$ cat src/rtl/page_stream_rr_merge.sv
// rtl/page_stream_rr_merge.sv - four-input round-robin page stream merge with packet lock
// Tokens land in a one-entry output register tagged with their source index.
module page_stream_rr_merge #(
    parameter int W        = 16,
    parameter int MAXBURST = 8
) (
    input  logic         clock,
    input  logic         reset,
    input  logic [W-1:0] in0_d,
    input  logic [W-1:0] in1_d,
    input  logic [W-1:0] in2_d,
    input  logic [W-1:0] in3_d,
    input  logic [3:0]   in_e,
    input  logic [3:0]   in_v,
    output logic [3:0]   in_b,
    output logic [W-1:0] out_d,
    output logic [1:0]   out_tag,
    output logic         out_e,
    output logic         out_v,
    input  logic         out_b
);

    localparam logic       ST_IDLE = 1'b0;
    localparam logic       ST_LOCK = 1'b1;
    localparam logic [8:0] MB      = 9'(MAXBURST);

    logic         state_q, state_d;
    logic [1:0]   ptr_q, ptr_d;
    logic [1:0]   owner_q, owner_d;
    logic [7:0]   cnt_q, cnt_d;
    logic         out_v_q, out_v_d;
    logic [W-1:0] out_d_q, out_d_d;
    logic [1:0]   out_tag_q, out_tag_d;
    logic         out_e_q, out_e_d;

    logic [1:0]   grant;
    logic         grant_valid;
    logic [1:0]   idx;
    logic [W-1:0] sel_d;
    logic         sel_e;
    logic         can_load;
    logic         xfer;
    logic         release_cnt;

    // Search from the highest offset down so the lowest offset from ptr wins.
    always_comb begin
        grant       = ptr_q;
        grant_valid = 1'b0;
        idx         = ptr_q;
        if (state_q == ST_LOCK) begin
            grant       = owner_q;
            grant_valid = in_v[owner_q];
        end else begin
            for (int k = 3; k >= 0; k--) begin
                idx = ptr_q + 2'(k);
                if (in_v[idx]) begin
                    grant       = idx;
                    grant_valid = 1'b1;
                end
            end
        end
    end

    always_comb begin
        sel_d = in0_d;
        case (grant)
            2'd0: sel_d = in0_d;
            2'd1: sel_d = in1_d;
            2'd2: sel_d = in2_d;
            default: sel_d = in3_d;
        endcase
        sel_e = in_e[grant];
    end

    assign can_load = !out_v_q || !out_b;
    assign xfer     = can_load && grant_valid;

    always_comb begin
        for (int i = 0; i < 4; i++) begin
            in_b[i] = reset || !(xfer && (grant == 2'(i)));
        end
    end

    // cnt counts tokens already sent in this packet, so the limiting token sees cnt+1.
    assign release_cnt = (MAXBURST != 0) && (({1'b0, cnt_q} + 9'd1) == MB);

    always_comb begin
        state_d = state_q;
        ptr_d   = ptr_q;
        owner_d = owner_q;
        cnt_d   = cnt_q;
        if (xfer) begin
            if (state_q == ST_IDLE) begin
                if (sel_e || (MAXBURST == 1)) begin
                    ptr_d = grant + 2'd1;
                end else begin
                    state_d = ST_LOCK;
                    owner_d = grant;
                    cnt_d   = 8'd1;
                end
            end else begin
                if (sel_e || release_cnt) begin
                    state_d = ST_IDLE;
                    ptr_d   = owner_q + 2'd1;
                    cnt_d   = 8'd0;
                end else if (cnt_q != 8'hFF) begin
                    cnt_d = cnt_q + 8'd1;
                end
            end
        end
    end

    always_comb begin
        out_v_d   = out_v_q;
        out_d_d   = out_d_q;
        out_tag_d = out_tag_q;
        out_e_d   = out_e_q;
        if (can_load) begin
            out_v_d = xfer;
            if (xfer) begin
                out_d_d   = sel_d;
                out_tag_d = grant;
                out_e_d   = sel_e;
            end
        end
    end

    always_ff @(posedge clock or posedge reset) begin
        if (reset) begin
            state_q   <= ST_IDLE;
            ptr_q     <= 2'd0;
            owner_q   <= 2'd0;
            cnt_q     <= 8'd0;
            out_v_q   <= 1'b0;
            out_d_q   <= '0;
            out_tag_q <= 2'd0;
            out_e_q   <= 1'b0;
        end else begin
            state_q   <= state_d;
            ptr_q     <= ptr_d;
            owner_q   <= owner_d;
            cnt_q     <= cnt_d;
            out_v_q   <= out_v_d;
            out_d_q   <= out_d_d;
            out_tag_q <= out_tag_d;
            out_e_q   <= out_e_d;
        end
    end

    assign out_v   = out_v_q;
    assign out_d   = out_d_q;
    assign out_tag = out_tag_q;
    assign out_e   = out_e_q;

endmodule

$ cat config.mk
export PLATFORM = sky130hd
export DESIGN_NAME = page_stream_rr_merge
export DESIGN_NICKNAME = d
export VERILOG_FILES = /design/src/rtl/page_stream_rr_merge.sv
export SDC_FILE = /design/constraint.sdc
export NUM_CORES = 1
export LEC_CHECK = 0
export ABC_AREA = 1
export BUFFER_PORTS_ARGS = -buffer_cell sky130_fd_sc_hd__buf_2
export CAP_MARGIN = 20
export CORE_ASPECT_RATIO = 0.6
export CORE_MARGIN = 2
export CORE_UTILIZATION = 50
export CTS_BUF_LIST = sky130_fd_sc_hd__clkbuf_4 sky130_fd_sc_hd__clkbuf_8 sky130_fd_sc_hd__clkbuf_16
export DETAILED_ROUTE_END_ITERATION = 10
export PLACE_DENSITY = 0.83
export SLEW_MARGIN = 20
export SYNTH_ARGS = -nofsm -noshare
export SYNTH_HDL_FRONTEND = slang
export SYNTH_SLANG_ARGS = --single-unit
$ cat constraint.sdc
create_clock -name clock -period 3.5 [get_ports clock]
set_input_delay 0.35 -clock clock [delete_from_list [all_inputs] [get_ports clock]]
set_output_delay 0.35 -clock clock [all_outputs]
set_load 0.02 [all_outputs]
# Word level (Yosys, flattened, before mapping)

Cells that the tools add are included.

Word-level logic and storage cells: 87
Output and inout bits: 24
Bits of input ports: 75
Flip-flop bits (word level): 33

Add/subtract/negate cells: 7
Bitwise gates (word level): 2
Order comparisons: 6
Eq/ne operators: 8
Reduce and logical (&&, ||, !) cells: 23
Muxes and demuxes: 33

Operators by type and width:

| cell                                                                         | count |
|---|---|
| 16-bit one-hot mux with 3 select lines                                       | 1 |
| 8-bit 2-to-1 mux                                                             | 4 |
| 2-bit by 3-bit less-than comparator with 1-bit output, second input constant | 6 |
| 2-bit 2-to-1 mux                                                             | 8 |
| 1-bit 2-to-1 mux                                                             | 14 |
| 1-bit binary-select mux with 2-bit select                                    | 6 |
| 8-bit by 1-bit adder with 9-bit output, second input constant                | 1 |
| 9-bit by 4-bit == test with 1-bit output, second input constant              | 1 |
| 3-bit AND reduction                                                          | 3 |
| 8-bit by 1-bit adder with 8-bit output, second input constant                | 1 |
| 8-bit inequality test, second input constant                                 | 1 |
| 2-bit by 1-bit adder with 2-bit output, second input constant                | 3 |
| 1-bit zero test                                                              | 6 |
| 1-bit logical OR                                                             | 6 |
| 1-bit logical AND                                                            | 5 |
| 2-bit adder, second input constant                                           | 2 |
| 2-bit == test, second input constant                                         | 2 |
| 3-bit by 1-bit inequality test with 1-bit output, second input constant      | 1 |
| 2-bit by 1-bit == test with 1-bit output, second input constant              | 1 |
| 2-bit zero test                                                              | 1 |
| 2-bit by 1-bit inequality test with 1-bit output, second input constant      | 1 |
| 2-bit inequality test, second input constant                                 | 1 |
| 1-bit inverter                                                               | 2 |
| 2-bit AND reduction                                                          | 1 |
| 2-bit nonzero test                                                           | 1 |

# Logic depth before layout (Yosys ltp)

Gate-level depths: netlist of the first run.

Depth after elaboration: 13
Mapped depth: 19
Mapped depth without buffers: 18

# Worst setup path after synthesis of the first run

No wires, ideal clock.

Kind: reg2out
Start: reg ptr_q[0]
End: out in_b[1]
Data required time: 3.150 ns
Path buffers: 3
Arrival time: 2.181 ns
Slack: 0.969 ns
Cell stages (with the launch flop): 15
Path through: dfrtp_1 -> buf_6 -> o21ai_2 -> nand2_1 -> nand2_1 -> nand2_1 -> nand2_2 -> nand3_1 -> nand3_2 -> nand2_2 -> inv_1 -> ha_1 -> clkbuf_1 -> clkbuf_1 -> nand3_1

Longest elaborated chain between the ends: 12
Elaborated cells between the ends (all ways): 26
Those cells by class: 3 x add/sub; 1 x eq/ne; 18 x mux; 4 x reduce/logical

RTL lines:

| element                                      | line | text |
|---|---|---|
| start, declared                              | 28   | `logic [1:0] ptr_q, ptr_d;` |
| start signal, assigned                       | 140  | `ptr_q <= ptr_d;` |
| 2-bit adder                                  | 55   | `idx = ptr_q + 2'(k);` |
| 1-bit binary-select mux with 2-bit select    | 56   | `if (in_v[idx]) begin` |
| 1-bit 2-to-1 mux (implied by the code)       | 56   |  |
| 2-bit 2-to-1 mux (3 in series)               | 56   |  |
| 2-bit 2-to-1 mux (*)                         | 56   |  |
| 2-bit 2-to-1 mux (*)                         | 50   | `if (state_q == ST_LOCK) begin` |
| net grant[0]                                 | 36   | `logic [1:0] grant;` |
| 2-bit by 1-bit == test with 1-bit output (*) | 80   | `in_b[i] = reset \|\| !(xfer && (grant == 2'(i)));` |
| 1-bit logical AND (*)                        | 80   |  |
| 1-bit zero test (*)                          | 80   |  |
| 1-bit logical OR (*)                         | 80   |  |
| end, declared                                | 15   | `output logic [3:0] in_b,` |

Mark *: on every way through the listed nets, which the timed path passes. The rest lies on a longest branch. The select of a mux whose other input is x is not followed.

# Worst setup path in the final report of the first run

Start: reg ptr_q[0]
End: out in_b[2]

Longest elaborated chain between the ends: 12
Elaborated cells between the ends (all ways): 26
Those cells by class: 3 x add/sub; 1 x eq/ne; 18 x mux; 4 x reduce/logical

RTL lines:

| element                                                            | line |
|---|---|
| 2-bit adder                                                        | 55 |
| 1-bit binary-select mux with 2-bit select                          | 56 |
| 1-bit 2-to-1 mux (implied by the code)                             | 56 |
| 2-bit 2-to-1 mux or 1-bit 2-to-1 mux (tied branches) (4 in series) | 56 |
| 2-bit 2-to-1 mux or 1-bit 2-to-1 mux (tied branches)               | 50 |
| 2-bit == test or 1-bit logical AND (tied branches)                 | 80, 76 |
| 1-bit logical AND (*)                                              | 80 |
| 1-bit zero test (*)                                                | 80 |
| 1-bit logical OR (*)                                               | 80 |

Every way passes the cells marked *; elsewhere a longest branch is shown, timed or not. The select of a mux whose other input is x is not followed.

==> results.yml, run 1 <==
logic_synthesis:
  ys_seq_area_share_pct: 34.2
  netlist.area_leader.share_pct: 34.2
  synth.area.mux_share_pct: 0
  synth_top_area_cell: "dfrtp_1"
  synthAdderAreaFrac_pct: 3.11
  ys_ff_latch: 33
  synth_top_family_by_area: "simple AND/OR/NAND/NOR gates"
  avgSynthCellArea_um2: 7.12
  ys.warnings.count: 0
  syn_nets: 420
  synth-xor-area-share_pct: 1.82
  ys_top_cells_by_area: "dfrtp_1 (34%), nand2_1 (16%), nand3_1 (8.7%), o21ai_0 (7.3%), a21oi_1 (3.5%)"
  synth-simple-area-share_pct: 36.1
  synthCells: 339
  synth_compound_area_share_pct: 15.9
  yosysUniqueCellTypes: 27
  syn_area_um2: 2410
pwr:
  p_int_mw: 1.47
  sequentialPowerShare_pct: 20.7
  p_clk_share_pct: 10.1
  swShare_pct: 54.8
  powerDensity_nw_per_um2: 1080
  p_switching_mw: 1.78
  p_leak_nw: 1.56
  vdd_ir_drop_max_mv: 0.645
  combPwrFrac_pct: 69.1
worst_setup_path:
  critPathSlowestCell: "ha_1"
  arrival_ns: 2.78
  slowest_delay_ns: 0.58
  cp_top_family: "simple AND/OR/NAND/NOR gates"
  start_kind: "register"
  crit_fanout: 17
  crit_chain: "inv_2 -> nand2_1 -> nand2_1 -> nand2_1 -> nand2_1 -> nand2_1 -> nand2_2 -> nand2_2 -> nand2_2 -> nand3_2 -> nand2_2 -> ha_1 -> nand3_1 -> buf_2"
  path_class: "register to primary output"
  cp.required_ns: 3.15
  critical_path_buf_inv_count: 2
  end_kind: "primary output"
  crit_path_frequent_cell: "nand2_1"
global_route:
  gr-total-overflow: 0
  grt_max_degree: 39
  grt_use_total_pct: 25.0
  grt_pass1_vias: 2387
  grt_antenna_before_repair: 0
  grt_pass1_wl_um: 10700
die:
  die-area_um2: 5410
  ios: 99
  die_h_um: 57.8
  fp.coreArea_um2: 4610
  rows: 19
  die_w_um: 93.7
  initial_utilization_pct: 52.3
routing:
  routed-via-count: 2640
  wl_um: 6660
  post-route-drc-count: 0
  drtAntennaViolNets: 0
  vias_per_cell: 5.35
  first_pass_iters: 4
  drtIter0Drc: 137
  wl_per_cell_um: 13.5
place:
  port_buffers: 98
  place_inst: 485
  place_area_um2: 2890
  dpl_worst_slack_ns: 0.392
  gp_congestion: 0.865
  dp_hpwl_um: 4970
cts:
  cts_tree: "built"
  clk_latency_ns: 0.30
  cts_buffers: 5
  root_buffer: "clkbuf_8"
  clk_pin_slew_worst_paths_ns: 0.07
  htreeDepth: 2
  ctsHoldBuffers: 0
  clock_sinks: 33
  clockBufferDepth: 2
finish:
  area_growth_pct: 24.2
  fill_cells: 427
  layout-drive-gt1-share_pct: 34.2
  layout.nets: 510
  final-instance-count-excl-fill: 493
  diodes: 0
  design_area_um2: 3000
  final_core_util_pct: 64.9
timing:
  relSlewSlack_pct: 41.6
  final-max-slew-violation-count: 0
  hold_viol: 0
  tns_ns: 0
  tightest_slew_ns: 0.875
  finalSetupViolCount: 0
  timing.final.crit_period_ns: 3.13
  rsz0062_at_grt: "no"
  post-route-period-util_pct: 89.5
  clock.fmax_ghz: 0.319
  fin_ws_ns: 0.368
  clock_skew_ns: 0.00550
outcome:
  status: "finished clean"
min_path:
  hold_class: "primary input to async pin"
flow_run:
  maxCapViolCount: 0
cell usage after synthesis:
cell and number:
nand2_1 103, nand3_1 42, o21ai_0 35, dfrtp_1 33
inv_1 20, a21oi_1 17, nand2_2 13, clkbuf_1 11
nand4_1 10, o21ai_2 8, nand3_2 7, ha_1 6
nor2_1 6, xor2_1 5, buf_6 4, inv_2 4
nor3_1 3, nand2_4 2, o21a_1 2, a221oi_1 1
buf_1 1, buf_12 1, buf_2 1, buf_4 1
o21ai_4 1, o22ai_1 1, o31ai_1 1
kinds of logic after synthesis:
group / Yosys count
simple gates: 186
flops: 33
buf+inv: 43
xor+xnor: 5
compound gates: 66
fa+ha+maj: 6
per-layer routing:
metal	part of all wire, %	global-route usage, %	vias to the layer above
li1	-	-	1301
met1	47	33.6	1207
met2	44	40.0	112
met3	7.1	5.98	20
met4	2.2	8.90	0
met5	0	0	-
area by class of cell:
class	count	area, µm²	share of cell area, %
repair buffers	102	520	17.4
clock inverters	1	5.00	0.167
inverters	24	90.1	3.01
multi-input cells	263	1380	46.0
well taps	63	78.8	2.63
clock buffers	7	96.3	3.22
flip-flops and latches	33	826	27.6
cells in the final DEF, fill, tap and decap left out, types with 3 or more instances in the layout:
master	Yosys	final
xor2_1	5	5
nand3_2	7	7
nor2_1	6	6
nand3_1	42	42
buf_2	1	98
nor3_1	3	3
dfrtp_1	33	33
o21ai_0	35	35
buf_4	1	4
nand2_2	13	13
nand2_1	103	103
inv_1	20	20
ha_1	6	4
clkbuf_8	0	7
nand4_1	10	10
inv_2	4	4
o21ai_2	8	8
a21oi_1	17	17
registers in the layout, summed over array words and instances (netlist names):
register  flops
out_e         1
ptr_q         2
cnt_q         8
out_tag       2
owner_q       2
out_d        16
out_v         1
state_q       1
repair_timing:
item,in CTS,in global routing
endpoints found under the setup margin,0,2
endpoints found under the hold margin,0,0
buffers inserted,0,0
resized for setup,0,2
worst paths after layout:
check,start,to,slack (ns),cells past startpoint
worst max register to register,ptr_q[0]$_DFFE_PP0P_,out_d[15]$_DFFE_PP0P_,0.56,16
min in group clock,out_b,out_v$_DFFE_PP0P_,0.30,3
worst min register to register,out_d[12]$_DFFE_PP0P_,out_d[12]$_DFFE_PP0P_,0.49,2
max in group asynchronous,reset,cnt_q[0]$_DFFE_PP0P_,2.54,3
worst min-delay path,reset,state_q$_DFFE_PP0P_,0.23,2
worst max-delay path,ptr_q[0]$_DFFE_PP0P_,in_b[2],0.37,14
power groups by stage:
stage | Clock, mW | Sequential, mW | Combinational, mW
6_report | 0.328 | 0.672 | 2.24
5_1_grt | 0.347 | 0.693 | 2.52
4_1_cts | 0.328 | 0.668 | 2.22
3_5_place_dp | 0 | 0.673 | 2.20
3_3_place_gp | 0 | 0.667 | 2.14
2_1_floorplan | 0 | 0.781 | 1.68
through the flow:
| stage | hold WS (ns) | power (mW) |
|---|---|---|
| after floorplan | 0.455 | 2.46 |
| after global placement | 0.462 | 2.81 |
| after detailed placement | 0.470 | 2.87 |
| after CTS | 0.255 | 3.21 |
| after global routing | 0.309 | 3.56 |
| final | 0.228 | 3.24 |
Note: power is estimated with default switching activity, not from simulation.
==> inputs of run 2 (changes only) <==
ABC_AREA = default   (was 1)
PLACE_DENSITY = 0.85   (was 0.83)
==> results.yml, run 2 <==
outcome:
  status: "finished clean"
timing:
  finalSetupViolCount: 0
  hold_viol: 0
  tns_ns: 0
  rsz0062_at_grt: "no"
  clock_skew_ns: 0.00620
  final-max-slew-violation-count: 0
  relSlewSlack_pct: 59.0
  timing.final.crit_period_ns: 3.04
  clock.fmax_ghz: 0.329
  tightest_slew_ns: 0.615
  post-route-period-util_pct: 86.9
worst_setup_path:
  reg2reg_slack_ns: 0.67
  regToRegStartpoint: "ptr_q[1]$_DFFE_PP0P_"
  cp.required_ns: 3.15
  path_class: "register to primary output"
  slowest_delay_ns: 0.55
  crit_chain: "nor3b_1 -> o22ai_1 -> o2bb2a_4 -> and2_2 -> a21o_1 -> inv_2 -> ha_1 -> nand2_1 -> buf_2"
  reg2regPathDepth: 11
  crit_fanout: 17
  rr_endpoint: "out_d[9]$_DFFE_PP0P_"
  start_kind: "register"
  end_kind: "primary output"
  arrival_ns: 2.69
  critPathSlowestCell: "ha_1"
logic_synthesis:
  avgSynthCellArea_um2: 8.93
  synth_edf_count: 0
  syn_area_um2: 2150
  synthCells: 241
  ys_top_cells_by_area: "dfrtp_1 (38%), a222oi_1 (7.4%), nand2_1 (5.6%), a21oi_1 (5.1%), nor2_1 (4.9%)"
  synth-xor-area-share_pct: 0
  synth-simple-area-share_pct: 16.9
  yosysUniqueCellTypes: 45
  synthAdderAreaFrac_pct: 3.49
  ys_seq_area_share_pct: 38.3
  synth_commonest_cells: "dfrtp_1 (33), nand2_1 (32), nor2_1 (28), a21oi_1 (22), o21ai_0 (20)"
  synth.most_common_cell: "dfrtp_1"
  netlist.area_leader.share_pct: 38.3
  ys.warnings.count: 0
  synth_compound_area_share_pct: 28.7
  synth_top_area_cell: "dfrtp_1"
  ys_ff_latch: 33
  synth_ff_type: "dfrtp_1"
  synth.area.mux_share_pct: 8.08
  synth_top_family_by_area: "compound AO/OA/AOI/OAI gates"
  syn_nets: 322
  async_flop_share_pct: 100
routing:
  drtAntennaViolNets: 0
  vias_per_cell: 5.60
  first_pass_iters: 9
  post-route-drc-count: 0
  drtIter0Drc: 190
  routed-via-count: 2207
  wl_per_cell_um: 14.9
  wl_um: 5860
finish:
  layout.nets: 414
  final_core_util_pct: 67.2
  area_growth_pct: 28.5
  diodes: 0
  fill_cells: 331
  layout-drive-gt1-share_pct: 38.9
  layout.cells.most_common: "buf_2"
  final_cell_mix: "buf_2 (98), dfrtp_1 (33), nand2_1 (32), nor2_1 (28), a21oi_1 (22)"
  largest_register_ffs: 16
place:
  dp_hpwl_um: 4500
  port_buffers: 98
  gp_congestion: 0.892
cts:
  clock_sinks: 33
  cts_tree: "built"
  clockBufferDepth: 2
  root_buffer: "clkbuf_8"
  htreeDepth: 2
  cts_setup_buffers: 0
  clk_pin_slew_worst_paths_ns: 0.07
  clk_latency_ns: 0.29
  ctsResizeCount: 0
  cts_buffers: 5
  ctsHoldBuffers: 0
die:
  initial_utilization_pct: 52.2
  ios: 99
  fp.coreArea_um2: 4120
  die-area_um2: 4860
  die_w_um: 88.7
  die_h_um: 54.8
  rows: 18
global_route:
  grt_antenna_before_repair: 0
  grt_use_total_pct: 26.1
  gr-total-overflow: 0
  grt_pass1_vias: 2043
  grt_max_degree: 33
  grt_pass1_wl_um: 9490
flow_run:
  maxCapViolCount: 0
min_path:
  hold_class: "primary input to async pin"
pwr:
  vdd_ir_drop_max_mv: 0.531
  powerDensity_nw_per_um2: 892
  power_mw: 2.47
  p_leak_nw: 1.41
-- run 2: worst max path at each step --
stage,to,depth (start not counted),start,slack (ns)
after floorplan,in_b[1],11,in_v[0],0.91
after CTS,in_b[1],9,ptr_q[1]$_DFFE_PP0P_,0.50
after detailed placement,out_d[9]$_DFFE_PP0P_,12,in_v[0],0.78
final,in_b[1],9,ptr_q[1]$_DFFE_PP0P_,0.46
after global placement,out_d[0]$_DFFE_PP0P_,12,in_v[0],0.91
after global routing,in_b[0],9,ptr_q[1]$_DFFE_PP0P_,0.33
-- run 2: critical path: cells and delay by family, from the launching register on --
family,cells,cell delay [ns]
AOI/OAI and AO/OA,3,0.60
adders and majority gates,1,0.55
and+or+nand+nor,3,0.49
DFF,1,0.47
buffers and inverters,2,0.29
-- run 2: power by group --
part,switching [mW],leakage (nW),internal [mW]
Sequential,0.125,0.415,0.539
Clock,0.144,0.0439,0.137
Combinational,0.903,0.949,0.621
-- run 2: layer usage --
layer / global-route usage, % / wire (µm)
met1: 34.9 / 2720
met5: 0 / 0
met4: 9.34 / 78
met2: 42.8 / 2640
met3: 5.13 / 419
-- run 2: stage by stage --
stage	area, µm²	worst slack (ns)	std cells	hold slack [ns]
final	2770	0.460	394	0.136
after global routing	2770	0.329	394	0.180
after CTS	2770	0.499	394	0.271
after detailed placement	2680	0.775	386	0.466
after global placement	2680	0.906	386	0.457
after floorplan	2150	0.907	241	0.478
-- run 2: cell type report --
class	count	area (µm²)	area share [%]
inverter	8	30.0	1.08
clock inverter	3	17.5	0.633
clock buffer	5	68.8	2.49
multi-input combinational	183	1230	44.4
timing repair buffer	102	520	18.8
tap	60	75.1	2.71
sequential	33	826	29.8
-- run 2: cells by family after synthesis --
logic type,after synthesis
AOI/OAI and AO/OA,84
and+or+nand+nor,81
DFF,33
buffers and inverters,25
muxes,12
adders and majority gates,6
==> inputs of run 3 (changes only) <==
CORE_UTILIZATION = 47   (was 50)
PLACE_DENSITY = 0.8   (was 0.85)
SKIP_LAST_GASP = 1   (was default)
clock period = 2.8 ns   (was 3.5 ns; I/O delays follow)
==> results.yml, run 3 (same netlist as run 2, synthesis figures left out) <==
timing:
  finalSetupViolCount: 0
  tns_ns: 0
  final-max-slew-violation-count: 0
  clock.fmax_ghz: 0.374
  clock_skew_ns: 0.00984
  post-route-period-util_pct: 95.5
  tightest_slew_ns: 0.498
  rsz0062_at_grt: "no"
  hold_slack_ns: 0.238
  hold_viol: 0
  timing.final.crit_period_ns: 2.67
  relSlewSlack_pct: 66.8
pwr:
  sequentialPowerShare_pct: 26.5
  p_int_mw: 1.68
  power_mw: 3.17
  p_clk_share_pct: 10.4
  vdd_ir_drop_max_mv: 0.609
  combPwrFrac_pct: 63.1
  p_switching_mw: 1.49
  swShare_pct: 47.0
  powerDensity_nw_per_um2: 1120
  p_leak_nw: 1.42
finish:
  layout-drive-gt1-share_pct: 40.2
  multi_input_area_um2: 1260
  area_growth_pct: 31.1
  diodes: 0
  largest_register_ffs: 16
  seq_area_um2: 827
  layout.cells.most_common: "buf_2"
  layout.nets: 418
  fill_cells: 388
  final_cell_mix: "buf_2 (98), nand2_1 (32), dfrtp_1 (32), nor2_1 (28), a21oi_1 (22)"
place:
  port_buffers: 98
  gp_congestion: 0.858
  dp_hpwl_um: 4590
worst_setup_path:
  cp.required_ns: 2.96
  arrival_ns: 2.84
  critical_path_buf_inv_count: 1
  crit_fanout: 7
  start_kind: "register"
  slowest_delay_ns: 0.45
  end_kind: "register"
  critPathSlowestCell: "dfrtp_2"
  path_class: "register to register"
  cp_top_family: "compound AO/OA/AOI/OAI gates"
  crit_chain: "nor3b_1 -> o22ai_1 -> o2bb2a_4 -> and2_2 -> a21o_1 -> inv_2 -> mux2_4 -> o21bai_1 -> mux2_2"
cts:
  clk_pin_slew_worst_paths_ns: 0.07
  cts_buffers: 5
  htreeDepth: 2
  clockBufferDepth: 2
  cts_tree: "built"
  root_buffer: "clkbuf_8"
  clock_sinks: 33
  clk_latency_ns: 0.29
die:
  rows: 19
  die-area_um2: 5160
  initial_utilization_pct: 47.9
  die_w_um: 91.4
  ios: 99
  die_h_um: 56.4
  fp.coreArea_um2: 4490
outcome:
  status: "finished clean"
routing:
  top_layer: "met4"
  post-route-drc-count: 0
  routed-via-count: 2243
  drtIter0Drc: 165
  first_pass_iters: 9
  wl_met3_um: 469
  drtAntennaViolNets: 0
  met1_length_um: 2900
  vias_per_cell: 5.62
  wl_um: 6100
  wl_per_cell_um: 15.3
  wl_met2_um: 2670
global_route:
  grt_antenna_before_repair: 0
  grt_pass1_vias: 2114
  grt_max_degree: 33
  gr-total-overflow: 0
  grt_pass1_wl_um: 10000
  grt_use_total_pct: 24.3
min_path:
  hold_class: "primary input to register"
flow_run:
  maxCapViolCount: 0
## run 3: what timing repair did
action / CTS / global route
hold buffers: 1 / 0
resized for setup: 2 / 5
hold endpoints to repair: 8 / 0
setup buffers: 0 / 1
endpoints found under the setup margin: 3 / 18
## run 3: cell type report
type	instances	share of cell area [%]
clock buffer	5	2.44
clock inverter	1	0.177
inverter	8	1.06
multi-input combinational	183	44.6
sequential	33	29.3
tap	63	2.79
timing repair buffer	106	19.6
## run 3: metal layers
| metal | track usage [%] | vias to the layer above |
|---|---|---|
| met5 | 0 | - |
| met4 | 5.84 | 0 |
| met3 | 4.83 | 7 |
| met2 | 37.1 | 107 |
| met1 | 35.7 | 1050 |
| li1 | - | 1079 |
## run 3: path summary, 6_finish.rpt
kind	start	endpoint	slack, ns	cells past startpoint
max	ptr_q[1]$_DFFE_PP0P_	ptr_q[1]$_DFFE_PP0P_	0.13	9
min	out_b	out_v$_DFFE_PP0P_	0.24	3
max reg2reg	ptr_q[1]$_DFFE_PP0P_	ptr_q[1]$_DFFE_PP0P_	0.13	9
min reg2reg	out_d[0]$_DFFE_PP0P_	out_d[0]$_DFFE_PP0P_	0.47	2
max in group asynchronous	reset	out_d[4]$_DFFE_PP0P_	1.60	4
min in group asynchronous	reset	owner_q[0]$_DFFE_PP0P_	0.52	3
## run 3: metrics by stage
stage	setup slack [ns]	util, %	instances	instance area [µm²]
after CTS	-0.0127	62.1	398	2790
final	0.126	62.8	399	2820
after global routing	0.0242	62.8	399	2820
after detailed placement	0.0783	60.1	391	2700
after global placement	0.174	60.1	391	2700
after floorplan	0.294	-	241	2150
## run 3: worst min-delay path, delay by kind of cell
| family | cells | cell delay [ns] |
|---|---|---|
| and+or+nand+nor | 2 | 0.14 |
| buffers and inverters | 1 | 0.07 |
## run 3: power groups by stage
stage | registers (mW) | clock network, mW | logic (mW)
2_1_floorplan | 0.956 | 0 | 1.28
3_5_place_dp | 0.837 | 0 | 1.91
4_1_cts | 0.833 | 0.335 | 1.93
3_3_place_gp | 0.827 | 0 | 1.87
6_report | 0.839 | 0.330 | 2.00
5_1_grt | 0.864 | 0.357 | 2.20
